File: src/rtl/qlearn_step_sequencer_if.sv
// Bundled control, Q-RAM, environment and update-request signals of the Q-learning
// step sequencer; master is the sequencer side, slave the datapath/environment side.
interface qlearn_step_sequencer_if #(
    parameter int unsigned STATE_W = 6,
    parameter int unsigned DATA_W  = 16
) ();
    logic                 start;
    logic                 busy;
    logic                 done;
    logic                 goal_reached;
    logic [STATE_W-1:0]   cur_state;
    logic [7:0]           step_count;
    logic                 q_rd_en;
    logic [STATE_W+1:0]   q_rd_addr;
    logic [DATA_W-1:0]    q_rd_data;
    logic                 act_valid;
    logic                 act_ready;
    logic [1:0]           act;
    logic                 env_valid;
    logic [STATE_W-1:0]   env_next_state;
    logic [DATA_W-1:0]    env_reward;
    logic                 upd_valid;
    logic                 upd_ready;
    logic [STATE_W-1:0]   upd_state;
    logic [1:0]           upd_action;
    logic [DATA_W-1:0]    upd_reward;
    logic [STATE_W-1:0]   upd_next_state;

    modport master (
        input  start, q_rd_data, act_ready, env_valid, env_next_state, env_reward, upd_ready,
        output busy, done, goal_reached, cur_state, step_count, q_rd_en, q_rd_addr,
               act_valid, act, upd_valid, upd_state, upd_action, upd_reward, upd_next_state
    );

    modport slave (
        output start, q_rd_data, act_ready, env_valid, env_next_state, env_reward, upd_ready,
        input  busy, done, goal_reached, cur_state, step_count, q_rd_en, q_rd_addr,
               act_valid, act, upd_valid, upd_state, upd_action, upd_reward, upd_next_state
    );
endinterface

File: src/rtl/qlearn_step_sequencer.sv
// Episode controller for the maze Q-learning datapath: scans Q-values, picks an action
// (greedy or epsilon-random), drives the environment and issues Q-update requests.
module qlearn_step_sequencer #(
    parameter int unsigned STATE_W     = 6,
    parameter int unsigned DATA_W      = 16,
    parameter int unsigned START_STATE = 0,
    parameter int unsigned GOAL_STATE  = 35,
    parameter int unsigned MAX_STEPS   = 255,
    parameter int unsigned EPSILON     = 26,
    parameter logic [7:0]  LFSR_SEED   = 8'hA5
) (
    input logic                     clk,
    input logic                     rst_n,
    qlearn_step_sequencer_if.master bus
);
    localparam logic [STATE_W-1:0] START = STATE_W'(START_STATE);
    localparam logic [STATE_W-1:0] GOAL  = STATE_W'(GOAL_STATE);
    localparam logic [7:0]         LIMIT = 8'(MAX_STEPS);
    localparam logic [8:0]         EPS   = 9'(EPSILON);

    typedef enum logic [2:0] {
        StIdle, StScan, StAct, StWaitEnv, StUpdate, StCheck, StDone
    } state_e;

    state_e                   r_state, w_state_d;
    logic [2:0]               r_k;
    logic signed [DATA_W-1:0] r_max, w_q, w_best;
    logic [1:0]               r_max_idx, w_idx, w_best_idx;
    logic [1:0]               r_act;
    logic [7:0]               r_lfsr;
    logic                     w_lfsr_fb;
    logic [STATE_W-1:0]       r_cur;
    logic [7:0]               r_step;
    logic                     r_goal;
    logic [STATE_W-1:0]       r_upd_state, r_upd_next;
    logic [1:0]               r_upd_action;
    logic [DATA_W-1:0]        r_upd_reward;
    logic                     w_restart;

    assign w_restart = bus.start && ((r_state == StIdle) || (r_state == StDone));
    assign w_lfsr_fb = r_lfsr[7] ^ r_lfsr[5] ^ r_lfsr[4] ^ r_lfsr[3];

    // Scan cycle k compares the data read in cycle k-1; k == 1 seeds the running max.
    always_comb begin
        w_q   = bus.q_rd_data;
        w_idx = r_k[1:0] - 2'd1;
        if ((r_k == 3'd1) || (w_q > r_max)) begin
            w_best     = w_q;
            w_best_idx = w_idx;
        end else begin
            w_best     = r_max;
            w_best_idx = r_max_idx;
        end
    end

    always_ff @(posedge clk or negedge rst_n) begin
        if (!rst_n) begin
            r_state <= StIdle;
        end else begin
            r_state <= w_state_d;
        end
    end

    always_comb begin
        w_state_d          = r_state;
        bus.busy           = 1'b1;
        bus.done           = 1'b0;
        bus.q_rd_en        = 1'b0;
        bus.q_rd_addr      = {r_cur, r_k[1:0]};
        bus.act_valid      = 1'b0;
        bus.upd_valid      = 1'b0;
        bus.act            = r_act;
        bus.cur_state      = r_cur;
        bus.step_count     = r_step;
        bus.goal_reached   = r_goal;
        bus.upd_state      = r_upd_state;
        bus.upd_action     = r_upd_action;
        bus.upd_reward     = r_upd_reward;
        bus.upd_next_state = r_upd_next;
        unique case (r_state)
            StIdle: begin
                bus.busy = 1'b0;
                if (w_restart) w_state_d = StScan;
            end
            StScan: begin
                bus.q_rd_en = (r_k < 3'd4);
                if (r_k == 3'd4) w_state_d = StAct;
            end
            StAct: begin
                bus.act_valid = 1'b1;
                if (bus.act_ready) w_state_d = StWaitEnv;
            end
            StWaitEnv: begin
                if (bus.env_valid) w_state_d = StUpdate;
            end
            StUpdate: begin
                bus.upd_valid = 1'b1;
                if (bus.upd_ready) w_state_d = StCheck;
            end
            StCheck: begin
                if ((r_cur == GOAL) || (r_step == LIMIT)) w_state_d = StDone;
                else                                       w_state_d = StScan;
            end
            StDone: begin
                bus.busy = 1'b0;
                bus.done = 1'b1;
                if (w_restart) w_state_d = StScan;
            end
            default: w_state_d = StIdle;
        endcase
    end

    always_ff @(posedge clk or negedge rst_n) begin
        if (!rst_n) begin
            r_k          <= '0;
            r_max        <= '0;
            r_max_idx    <= '0;
            r_act        <= '0;
            r_lfsr       <= LFSR_SEED;
            r_cur        <= START;
            r_step       <= '0;
            r_goal       <= 1'b0;
            r_upd_state  <= '0;
            r_upd_action <= '0;
            r_upd_reward <= '0;
            r_upd_next   <= '0;
        end else begin
            r_k <= (r_state == StScan) ? r_k + 3'd1 : 3'd0;
            unique case (r_state)
                StIdle, StDone: begin
                    if (bus.start) begin
                        r_cur  <= START;
                        r_step <= '0;
                        r_goal <= 1'b0;
                    end
                end
                StScan: begin
                    if (r_k != 3'd0) begin
                        r_max     <= w_best;
                        r_max_idx <= w_best_idx;
                    end
                    // Decision uses the LFSR value before it steps.
                    if (r_k == 3'd4) begin
                        r_act  <= ({1'b0, r_lfsr} < EPS) ? r_lfsr[1:0] : w_best_idx;
                        r_lfsr <= {r_lfsr[6:0], w_lfsr_fb};
                    end
                end
                StWaitEnv: begin
                    if (bus.env_valid) begin
                        r_upd_state  <= r_cur;
                        r_upd_action <= r_act;
                        r_upd_reward <= bus.env_reward;
                        r_upd_next   <= bus.env_next_state;
                    end
                end
                StUpdate: begin
                    if (bus.upd_ready) begin
                        r_cur  <= r_upd_next;
                        r_step <= (r_step == 8'hFF) ? r_step : r_step + 8'd1;
                    end
                end
                StCheck: r_goal <= (r_cur == GOAL);
                default: ;
            endcase
        end
    end
endmodule

File: src/flat_wrapper.sv
// flat-port wrapper written by rule: the top's interface ports become plain ports
module qlearn_step_sequencer_flat 
#(
    parameter int unsigned STATE_W     = 6,
    parameter int unsigned DATA_W      = 16,
    parameter int unsigned START_STATE = 0,
    parameter int unsigned GOAL_STATE  = 35,
    parameter int unsigned MAX_STEPS   = 255,
    parameter int unsigned EPSILON     = 26,
    parameter logic [7:0]  LFSR_SEED   = 8'hA5
)
  (clk, rst_n, bus_start, bus_q_rd_data, bus_act_ready, bus_env_valid, bus_env_next_state, bus_env_reward, bus_upd_ready, bus_busy, bus_done, bus_goal_reached, bus_cur_state, bus_step_count, bus_q_rd_en, bus_q_rd_addr, bus_act_valid, bus_act, bus_upd_valid, bus_upd_state, bus_upd_action, bus_upd_reward, bus_upd_next_state);
  qlearn_step_sequencer_if #(.STATE_W(STATE_W), .DATA_W(DATA_W)) bus_i ();
  input logic clk;
  input logic rst_n;
  input wire logic [$bits(bus_i.start)-1:0] bus_start;
  input wire logic [$bits(bus_i.q_rd_data)-1:0] bus_q_rd_data;
  input wire logic [$bits(bus_i.act_ready)-1:0] bus_act_ready;
  input wire logic [$bits(bus_i.env_valid)-1:0] bus_env_valid;
  input wire logic [$bits(bus_i.env_next_state)-1:0] bus_env_next_state;
  input wire logic [$bits(bus_i.env_reward)-1:0] bus_env_reward;
  input wire logic [$bits(bus_i.upd_ready)-1:0] bus_upd_ready;
  output wire logic [$bits(bus_i.busy)-1:0] bus_busy;
  output wire logic [$bits(bus_i.done)-1:0] bus_done;
  output wire logic [$bits(bus_i.goal_reached)-1:0] bus_goal_reached;
  output wire logic [$bits(bus_i.cur_state)-1:0] bus_cur_state;
  output wire logic [$bits(bus_i.step_count)-1:0] bus_step_count;
  output wire logic [$bits(bus_i.q_rd_en)-1:0] bus_q_rd_en;
  output wire logic [$bits(bus_i.q_rd_addr)-1:0] bus_q_rd_addr;
  output wire logic [$bits(bus_i.act_valid)-1:0] bus_act_valid;
  output wire logic [$bits(bus_i.act)-1:0] bus_act;
  output wire logic [$bits(bus_i.upd_valid)-1:0] bus_upd_valid;
  output wire logic [$bits(bus_i.upd_state)-1:0] bus_upd_state;
  output wire logic [$bits(bus_i.upd_action)-1:0] bus_upd_action;
  output wire logic [$bits(bus_i.upd_reward)-1:0] bus_upd_reward;
  output wire logic [$bits(bus_i.upd_next_state)-1:0] bus_upd_next_state;
  assign bus_i.start = bus_start;
  assign bus_i.q_rd_data = bus_q_rd_data;
  assign bus_i.act_ready = bus_act_ready;
  assign bus_i.env_valid = bus_env_valid;
  assign bus_i.env_next_state = bus_env_next_state;
  assign bus_i.env_reward = bus_env_reward;
  assign bus_i.upd_ready = bus_upd_ready;
  assign bus_busy = bus_i.busy;
  assign bus_done = bus_i.done;
  assign bus_goal_reached = bus_i.goal_reached;
  assign bus_cur_state = bus_i.cur_state;
  assign bus_step_count = bus_i.step_count;
  assign bus_q_rd_en = bus_i.q_rd_en;
  assign bus_q_rd_addr = bus_i.q_rd_addr;
  assign bus_act_valid = bus_i.act_valid;
  assign bus_act = bus_i.act;
  assign bus_upd_valid = bus_i.upd_valid;
  assign bus_upd_state = bus_i.upd_state;
  assign bus_upd_action = bus_i.upd_action;
  assign bus_upd_reward = bus_i.upd_reward;
  assign bus_upd_next_state = bus_i.upd_next_state;
  qlearn_step_sequencer #(.STATE_W(STATE_W), .DATA_W(DATA_W), .START_STATE(START_STATE), .GOAL_STATE(GOAL_STATE), .MAX_STEPS(MAX_STEPS), .EPSILON(EPSILON), .LFSR_SEED(LFSR_SEED)) u_core (.clk(clk), .rst_n(rst_n), .bus(bus_i));
endmodule
File: config.mk
export PLATFORM = sky130hd
export DESIGN_NAME = qlearn_step_sequencer_flat
export DESIGN_NICKNAME = d
export VERILOG_FILES = /design/src/rtl/qlearn_step_sequencer_if.sv /design/src/rtl/qlearn_step_sequencer.sv /design/src/flat_wrapper.sv
export SDC_FILE = /design/constraint.sdc
export NUM_CORES = 1
export LEC_CHECK = 0
export ABC_AREA = 1
export BUFFER_PORTS_ARGS = -buffer_cell sky130_fd_sc_hd__buf_2
export CORE_ASPECT_RATIO = 2
export CORE_MARGIN = 1.5
export CORE_UTILIZATION = 50
export CTS_CLUSTER_SIZE = 14
export DETAILED_ROUTE_END_ITERATION = 7
export PLACE_DENSITY = 0.8
export SETUP_SLACK_MARGIN = 0.15
export SLEW_MARGIN = 40
export SYNTH_ARGS = -nofsm -noshare
export SYNTH_HDL_FRONTEND = slang
export SYNTH_SLANG_ARGS = --single-unit
File: constraint.sdc
create_clock -name clk -period 2.8 [get_ports clk]
set_clock_uncertainty 0.2 [all_clocks]
set_input_delay 0.28 -clock clk [delete_from_list [all_inputs] [get_ports clk]]
set_output_delay 0.28 -clock clk [all_outputs]
set_load 0.01 [all_outputs]
### Word level (Yosys, flattened, before mapping)

Cells that the tools add are included.

* bits in registers: 79
* input port bits: 44
* output and inout port bits: 60

* add/sub/neg operators: 3
* $lt $le $gt $ge: 3
* equality and inequality tests: 17
* muxes and demuxes: 24
* bitwise logic cells: 3
* reductions and logical operators: 17

Operator list (count)
* 2-to-1 mux 8 bit: 3
* 2-to-1 mux 3 bit: 7
* case mux 3 bit (6 select lines): 1
* > comparator 16 bit: 1
* case mux 8 bit (2 select lines): 1
* == test 3 bit, second input constant: 4
* 2-to-1 mux 6 bit: 2
* case mux 6 bit (2 select lines): 1
* adder 8 x 1 -> 8 bit, second input constant: 1
* == test 8 bit, second input constant: 1
* < comparator 8 x 5 -> 1 bit, second input constant: 1
* != test 2 bit, second input constant: 4
* AND reduction 2 bit: 4
* == test 3 x 1 -> 1 bit, second input constant: 2
* == test 3 x 2 -> 1 bit, second input constant: 2
* == test 6 bit, second input constant: 1
* 2-to-1 mux 1 bit: 6
* != test 2 x 1 -> 1 bit, second input constant: 3
* AND reduction 3 bit: 2
* AND reduction 5 bit: 1
* 2-to-1 mux 2 bit: 2
* AND reduction 4 bit: 1
* nonzero test 2 bit: 2
* adder 3 x 1 -> 3 bit, second input constant: 1
* other kinds (9): 13

### Logic depth before layout (Yosys ltp)

Gate-level depths: netlist of the first run.

* word-level depth: 5
* mapped depth: 20

### Worst setup path after synthesis of the first run

No wires, ideal clock.

* kind: reg2reg
* from: register u_core.r_max[15]
* to: register u_core.r_max[10]
* library setup time: 0.126 ns
* data arrival time: 1.652 ns
* data required time: 2.474 ns
* slack: 0.822 ns
* cell stages (with the launch flop): 16
* path buffers: 1
* period minus slack after synthesis: 1.978 ns
* cell sequence: dfrtp_1 inv_1 ha_1 a21oi_1 o21ai_0 a21oi_2 nand2_1 nand2_1 nand2_1 nand2_2 nand2_4 nand2_4 inv_4 buf_6 nand2_1 o21ai_0

* word-level cells in the longest chain between the ends: 3

Ends and longest elaborated chain
* start, declared: RTL line qlearn_step_sequencer.sv:27 `logic signed [DATA_W-1:0] r_max, w_q, w_best;`
* start signal, assigned: RTL line qlearn_step_sequencer.sv:139 `r_max <= w_best;`
* > comparator 16 bit: RTL line qlearn_step_sequencer.sv:47 `if ((r_k == 3'd1) || (w_q > r_max)) begin`
* logical OR 1 bit: RTL line qlearn_step_sequencer.sv:47
* AND reduction 3 bit (no source line)

Every way passes these cells.
A chain may end at the register's enable or synchronous reset.

### Final worst setup path of the first run

* from: input bus_q_rd_data[15]
* to: register u_core.r_max[14]

* word-level cells in the longest chain between the ends: 3

Ends and longest elaborated chain
* start, declared: RTL line flat_wrapper.sv:17 `input wire logic [$bits(bus_i.q_rd_data)-1:0] bus_q_rd_data;`
* > comparator 16 bit: RTL line qlearn_step_sequencer.sv:47
* logical OR 1 bit: RTL line qlearn_step_sequencer.sv:47
* AND reduction 3 bit (no source line)

Every way passes these cells.

==> impl_metrics.py, run 1 <==
metrics = {
    "timing": {
        "whs_ns": 0.0197,
        "setup_tns_ns": 0,
        "worst_slew_margin_rel_pct": 53.4,
        "slew_violations": 0,
        "min_period_ns": 2.52,
        "hold_viol": 0,
        "final.setup.worst_slack_ns": 0.275,
        "max_freq_ghz": 0.396,
        "rsz0062_at_grt": "no",
        "setup_viol": 0,
        "tightest_slew_ns": 0.695,
        "period_share_pct": 90.2,
    },
    "min_path": {
        "holdPathStages": 3,
        "hold_start": "bus_q_rd_data[9]",
        "worstHoldPathType": "input port to flop",
        "hold-path-endpoint": "u_core.r_max[9]$_DFFE_PN0P_",
    },
    "die": {
        "row_count": 45,
        "core-area_um2": 7600,
        "die_y_um": 128,
        "dieArea_um2": 8410,
        "ios": 104,
        "start_util_pct": 51.6,
        "die-width_um": 65.6,
    },
    "clock_tree": {
        "path_clk_slew_ns": 0.06,
        "cts_buffer_depth": 2,
        "cts_root_buf": "clkbuf_16",
        "clock_latency_ns": 0.33,
        "cts_made_buffers": 9,
        "cts_tree": "done",
        "cts_sinks": 79,
        "htreeDepth": 3,
    },
    "setup_path": {
        "worstReg2RegStart": "u_core.r_max[15]$_DFFE_PN0P_",
        "timing.rr.end": "u_core.r_max[14]$_DFFE_PN0P_",
        "cp-end-kind": "flop",
        "cpLargestDelayFamily": "buffers and inverters",
        "crit_buf_inv": 3,
        "crit_path_start_kind": "input port",
        "worstPathCellList": "dlygate4sd3_1, buf_2, ha_1, a21oi_1, o21ai_0, a21oi_2, nand3_1, nand2_1, nand2_2, nand2_4, nand2_4, inv_6, nand2_1, o21ai_0",
        "critical_path.max_fanout": 32,
        "rr_worst_depth": 13,
        "reg2reg_slack_ns": 0.54,
        "cpMaxStageDelayCell": "dlygate4sd3_1",
        "worst_ep_required_time_ns": 2.83,
        "arrival_ns": 2.55,
        "cp_slowest_stage_delay_ns": 0.53,
        "path_class": "input port to flop",
    },
    "cells_and_area": {
        "final_nets": 606,
        "diodes": 0,
        "num-fill-cells": 583,
        "area_delta_synth_final_pct": 29.8,
        "instances_no_fill": 641,
        "post-route-util_pct": 67.0,
        "drive_gt1_share_pct": 31.4,
    },
    "placement": {
        "dpl.hpwl_um": 5950,
        "post-place-ws_ns": 0.490,
        "finalWeightedCongestion": 0.790,
        "portBuffers": 103,
        "place_inst": 589,
    },
    "yosys": {
        "ys_seq_area_share_pct": 50.6,
        "ys.flop_type": "dfrtp_1",
        "synth_top_family_by_area": "simple AND/OR/NAND/NOR gates",
        "yosysWarnings": 0,
        "netlist_instances": 408,
        "synth_nets": 472,
        "synthAdderAreaFrac_pct": 6.38,
        "synth_top_area_share_pct": 47.9,
        "netlist-cell-type-count": 35,
        "ys_ff_latch": 79,
        "synth_xor_area_share_pct": 0.894,
        "synth_compound_area_share_pct": 9.26,
        "synth_common_cells": "nand2_1, dfrtp_1, inv_1",
        "yosys-top-cells-area": "dfrtp_1, nand2_1, ha_1",
        "synth_mux_area_share_pct": 6.61,
        "synthSimpleGateAreaFrac_pct": 17.4,
        "async_reset_ff_share_pct": 100,
        "avgSynthCellArea_um2": 9.61,
        "synth_top_cell_by_area": "dfrtp_1",
        "yosysMostFrequentCell": "nand2_1",
        "synth_edf_count": 0,
        "synthesis.area_um2": 3920,
    },
    "grt": {
        "grt_pass1_wl_um": 14000,
        "grt_pass1_vias": 3244,
        "grt-ovfl-total": 0,
        "grt_max_degree": 80,
        "grt.total_usage_pct": 21.9,
        "antenna_found_initial": 0,
    },
    "routing": {
        "antenna_left": 0,
        "drc": 0,
        "drt_iter0_markers": 162,
        "drt_first_pass_iters": 5,
        "routed_via_density": 5.03,
        "wire_per_inst_um": 13.4,
        "routed_wl_um": 8600,
        "dr_total_vias": 3225,
    },
    "power": {
        "pwr_density_cell_nw_per_um2": 937,
        "cellLeakagePower_nw": 2.60,
        "max-vdd-ir-drop_v": 0.000572,
    },
    "run_status": {
        "status": "completed",
    },
    "flow_run": {
        "cap_violations": 0,
    },
}
## power breakdown
part	switching [mW]	leakage, nW	internal [mW]
Combinational	1.08	1.47	0.765
Clock	0.449	0.142	0.691
Sequential	0.239	0.984	1.54
Total	1.77	2.60	3.00
## state kept, by name, indices dropped and copies added (netlist names)
| signal | flops |
|---|---|
| u_core.bus.upd_action | 2 |
| u_core.bus.goal_reached | 1 |
| u_core.r_k | 3 |
| u_core.bus.cur_state | 6 |
| u_core.r_state | 3 |
| u_core.r_lfsr | 8 |
| u_core.r_max_idx | 2 |
| u_core.bus.step_count | 8 |
| u_core.bus.upd_reward | 16 |
| u_core.bus.upd_next_state | 6 |
| u_core.bus.act | 2 |
| u_core.bus.upd_state | 6 |
| u_core.r_max | 16 |
## how the worst max path moves through the flow
stage                                       startpoint                           end  slack [ns]  cells after the start
after floorplan           u_core.r_max[15]$_DFFE_PN0P_  u_core.r_max[10]$_DFFE_PN0P_        0.82                     15
after global placement               bus_q_rd_data[15]   u_core.r_max[4]$_DFFE_PN0P_        0.52                     13
after detailed placement             bus_q_rd_data[15]  u_core.r_max[10]$_DFFE_PN0P_        0.49                     12
after CTS                            bus_q_rd_data[15]  u_core.r_max[14]$_DFFE_PN0P_        0.25                     14
after global routing                 bus_q_rd_data[15]  u_core.r_max[14]$_DFFE_PN0P_        0.15                     15
final                                bus_q_rd_data[15]  u_core.r_max[14]$_DFFE_PN0P_        0.28                     14
## cell families after synthesis
group           count (synthesis)
compound gates                 66
xor+xnor                        4
fa+ha+maj                      20
buf+inv                        74
flops                          79
mux                            23
simple gates                  142
## stage by stage
| stage | total power, mW | cell area (um^2) |
|---|---|---|
| 6_report | 4.77 | 5090 |
| 5_1_grt | 5.12 | 5090 |
| 3_3_place_gp | 3.49 | 4430 |
| 4_1_cts | 4.79 | 5090 |
| 3_5_place_dp | 3.59 | 4430 |
| 2_1_floorplan | 3.02 | 3920 |
## area by class of cell
cell class | count | area, um^2 | area share, %
inverters | 58 | 223 | 4.38
multi-input cells | 255 | 1590 | 31.2
well taps | 94 | 118 | 2.31
clock inverters | 7 | 72.6 | 1.43
clock buffers | 9 | 225 | 4.42
flip-flops and latches | 79 | 1980 | 38.9
repair buffers | 139 | 882 | 17.3
## tightest hold or removal path: stages
cell,delay (ns)
buf_2,0.09
nand2_1,0.05
o21ai_0,0.08
## routing by layer
metal	global-route usage (%)	routed length (um)	vias up
li1	-	-	1590
met4	9.56	115	0
met3	3.95	331	10
met1	22.2	3240	1540
met2	41.7	4910	85
met5	0	0	-
## placed cells by master, fill, tap and decap left out, types with 3 or more instances in the layout
master	n
nand2_2	4
nor2_4	5
buf_2	102
nand4_1	3
nor3_2	4
xnor2_1	3
nand2_1	78
dlygate4sd3_1	36
nor2_1	17
dfstp_2	4
inv_1	52
a21oi_1	12
o21ai_0	43
mux2_1	3
mux2_2	20
o21ai_1	3
dfrtp_1	75
inv_2	5
nand2_4	4
clkbuf_16	9
nand3_1	21
ha_1	20
nor3_1	3
## what timing repair did
item	in CTS	in global routing
hold buffers	36	0
endpoints found under the hold margin	110	0
resized for setup	0	1
setup buffers	0	0
setup endpoints to repair	0	14
Note: power is estimated with default switching activity, not from simulation.
==> run 2, diff against run 1 <==
==> constraint.sdc (replaced) <==
create_clock -name clk -period 2.8 [get_ports clk]
set_clock_uncertainty 0.2 [all_clocks]
set_input_delay 0.7 -clock clk [delete_from_list [all_inputs] [get_ports clk]]
set_output_delay 0.7 -clock clk [all_outputs]
set_load 0.01 [all_outputs]
==> run 2 against run 1 <==
Combinational power down 4%. Cell area is 7.2% lower. Utilization shrank 4.8 points. Setup slack better by 0.12 ns. Total power down 3.2%. Register-to-register slack about the same. Count of clock-buffer cells in the layout is 2 higher. Maximum frequency up 5.2%. Sequential power barely moved. Critical path depth did not move. Via count shrank 4.2%. Critical path type unchanged. Largest cell class unchanged.
==> impl_metrics.py, run 2 (synthesis results as in run 1) <==
metrics = {
    "cells_and_area": {
        "area_delta_synth_final_pct": 20.5,
        "post-route-util_pct": 62.2,
        "diodes": 0,
        "layout_commonest_cell": "buf_2",
        "final_cell_mix": "buf_2, nand2_1, dfrtp_1, inv_1, o21ai_0",
        "final_nets": 571,
        "drive_gt1_share_pct": 33.6,
    },
    "die": {
        "die_y_um": 128,
        "ios": 104,
        "core-area_um2": 7600,
        "die-width_um": 65.6,
        "dieArea_um2": 8410,
        "row_count": 45,
        "start_util_pct": 51.6,
    },
    "setup_path": {
        "path_class": "input port to flop",
        "cpLargestDelayFamily": "compound AO/OA/AOI/OAI gates",
        "critical_path.max_fanout": 32,
        "worst_ep_required_time_ns": 2.81,
        "cp_slowest_stage_delay_ns": 0.37,
        "arrival_ns": 2.41,
        "cpMaxStageDelayCell": "ha_1",
        "crit_path_frequent_cell": "nand2_1",
        "worstPathCellList": "buf_2, ha_1, a21oi_1, o21ai_0, a21oi_2, nand2_1, nand2_1, nand2_1, nand2_2, nand2_4, nand2_4, inv_6, o21ai_0, inv_1",
        "crit_path_start_kind": "input port",
        "crit_buf_inv": 3,
        "cp-end-kind": "flop",
    },
    "clock_tree": {
        "cts_sinks": 79,
        "cts_buffer_depth": 2,
        "htreeDepth": 3,
        "hold_buffers": 0,
        "cts_made_buffers": 9,
        "clock_latency_ns": 0.33,
        "cts_tree": "done",
        "path_clk_slew_ns": 0.06,
        "cts_root_buf": "clkbuf_16",
    },
    "routing": {
        "drt_first_pass_iters": 4,
        "dr_total_vias": 3090,
        "wire_per_inst_um": 13.2,
        "routed_via_density": 5.10,
        "drt_iter0_markers": 181,
        "drc": 0,
        "antenna_left": 0,
        "routed_wl_um": 7970,
    },
    "grt": {
        "grt.total_usage_pct": 20.3,
        "grt_max_degree": 45,
        "antenna_found_initial": 0,
        "grt_pass1_vias": 3036,
        "grt-ovfl-total": 0,
        "grt_pass1_wl_um": 13100,
    },
    "timing": {
        "worst_slew_margin_rel_pct": 54.3,
        "tightest_slew_ns": 0.681,
        "final.setup.worst_slack_ns": 0.400,
        "min_period_ns": 2.40,
        "setup_viol": 0,
        "max_freq_ghz": 0.417,
        "period_share_pct": 85.7,
        "rsz0062_at_grt": "no",
        "whs_ns": 0.167,
        "setup_tns_ns": 0,
        "hold_viol": 0,
        "slew_violations": 0,
    },
    "power": {
        "pwr_density_cell_nw_per_um2": 977,
        "cellLeakagePower_nw": 2.44,
        "max-vdd-ir-drop_v": 0.000580,
    },
    "flow_run": {
        "cap_violations": 0,
    },
    "placement": {
        "portBuffers": 103,
        "dpl.hpwl_um": 6150,
        "finalWeightedCongestion": 0.797,
        "post-place-ws_ns": 0.0236,
    },
    "run_status": {
        "status": "completed",
    },
    "min_path": {
        "worstHoldPathType": "input port to asynchronous set/reset pin",
    },
}
[run 2: path summary, 6_finish.rpt]
kind / start / to / depth (start not counted) / slack, ns
worst max-delay path: bus_q_rd_data[15] / u_core.r_max_idx[0]$_DFFE_PN0P_ / 14 / 0.40
min in group clk: u_core.r_lfsr[0]$_DFFE_PN1P_ / u_core.r_lfsr[0]$_DFFE_PN1P_ / 2 / 0.27
worst min register to register: u_core.r_lfsr[0]$_DFFE_PN1P_ / u_core.r_lfsr[0]$_DFFE_PN1P_ / 2 / 0.27
worst max register to register: u_core.r_max[15]$_DFFE_PN0P_ / u_core.r_max_idx[0]$_DFFE_PN0P_ / 14 / 0.54
worst min-delay path: rst_n / u_core.bus.step_count[6]$_DFFE_PN0P_ / 1 / 0.17
max in group asynchronous: rst_n / u_core.bus.upd_reward[7]$_DFFE_PN0P_ / 2 / 1.66
[run 2: worst register-to-register path, cell delays in order (launching register included)]
cell and delay, ns:
dfrtp_1 0.32, inv_1 0.05, ha_1 0.35, a21oi_1 0.16, o21ai_0 0.13, a21oi_2 0.17
nand2_1 0.07, nand2_1 0.05, nand2_1 0.06, nand2_2 0.09, nand2_4 0.08, nand2_4 0.09
inv_6 0.09, o21ai_0 0.17, inv_1 0.07
[run 2: cell type report]
type	instances	area, um^2
multi-input cells	255	1590
repair buffers	104	538
inverters	58	223
fillers	659	2880
clock inverters	5	33.8
clock buffers	11	243
well taps	94	118
flip-flops and latches	79	1980
[run 2: routing by layer]
metal  up-vias  wire [um]  track usage (%)
met2        92       4490             37.2
met4         0        121             8.82
met1      1472       3000             21.5
li1       1515          -                -
met3        11        361             4.65
met5         -          0                0
[run 2: through the flow]
step	std cells	instance area, um^2	power [mW]
floorplan	408	3920	3.02
global placement	590	4450	3.49
detailed placement	590	4450	3.59
CTS	606	4720	4.67
global route	606	4720	4.98
finish	606	4720	4.62
[run 2: where the power goes]
part	total, mW	switching, mW	leakage [nW]	internal (mW)
Combinational	1.78	1.05	1.33	0.727
Sequential	1.78	0.240	0.984	1.54
Clock	1.06	0.436	0.132	0.622
Total	4.62	1.72	2.44	2.89
[run 2: what timing repair did]
item / CTS / global route
gates resized for setup: 0 / 1
setup buffers: 0 / 0
setup endpoints to repair: 0 / 1
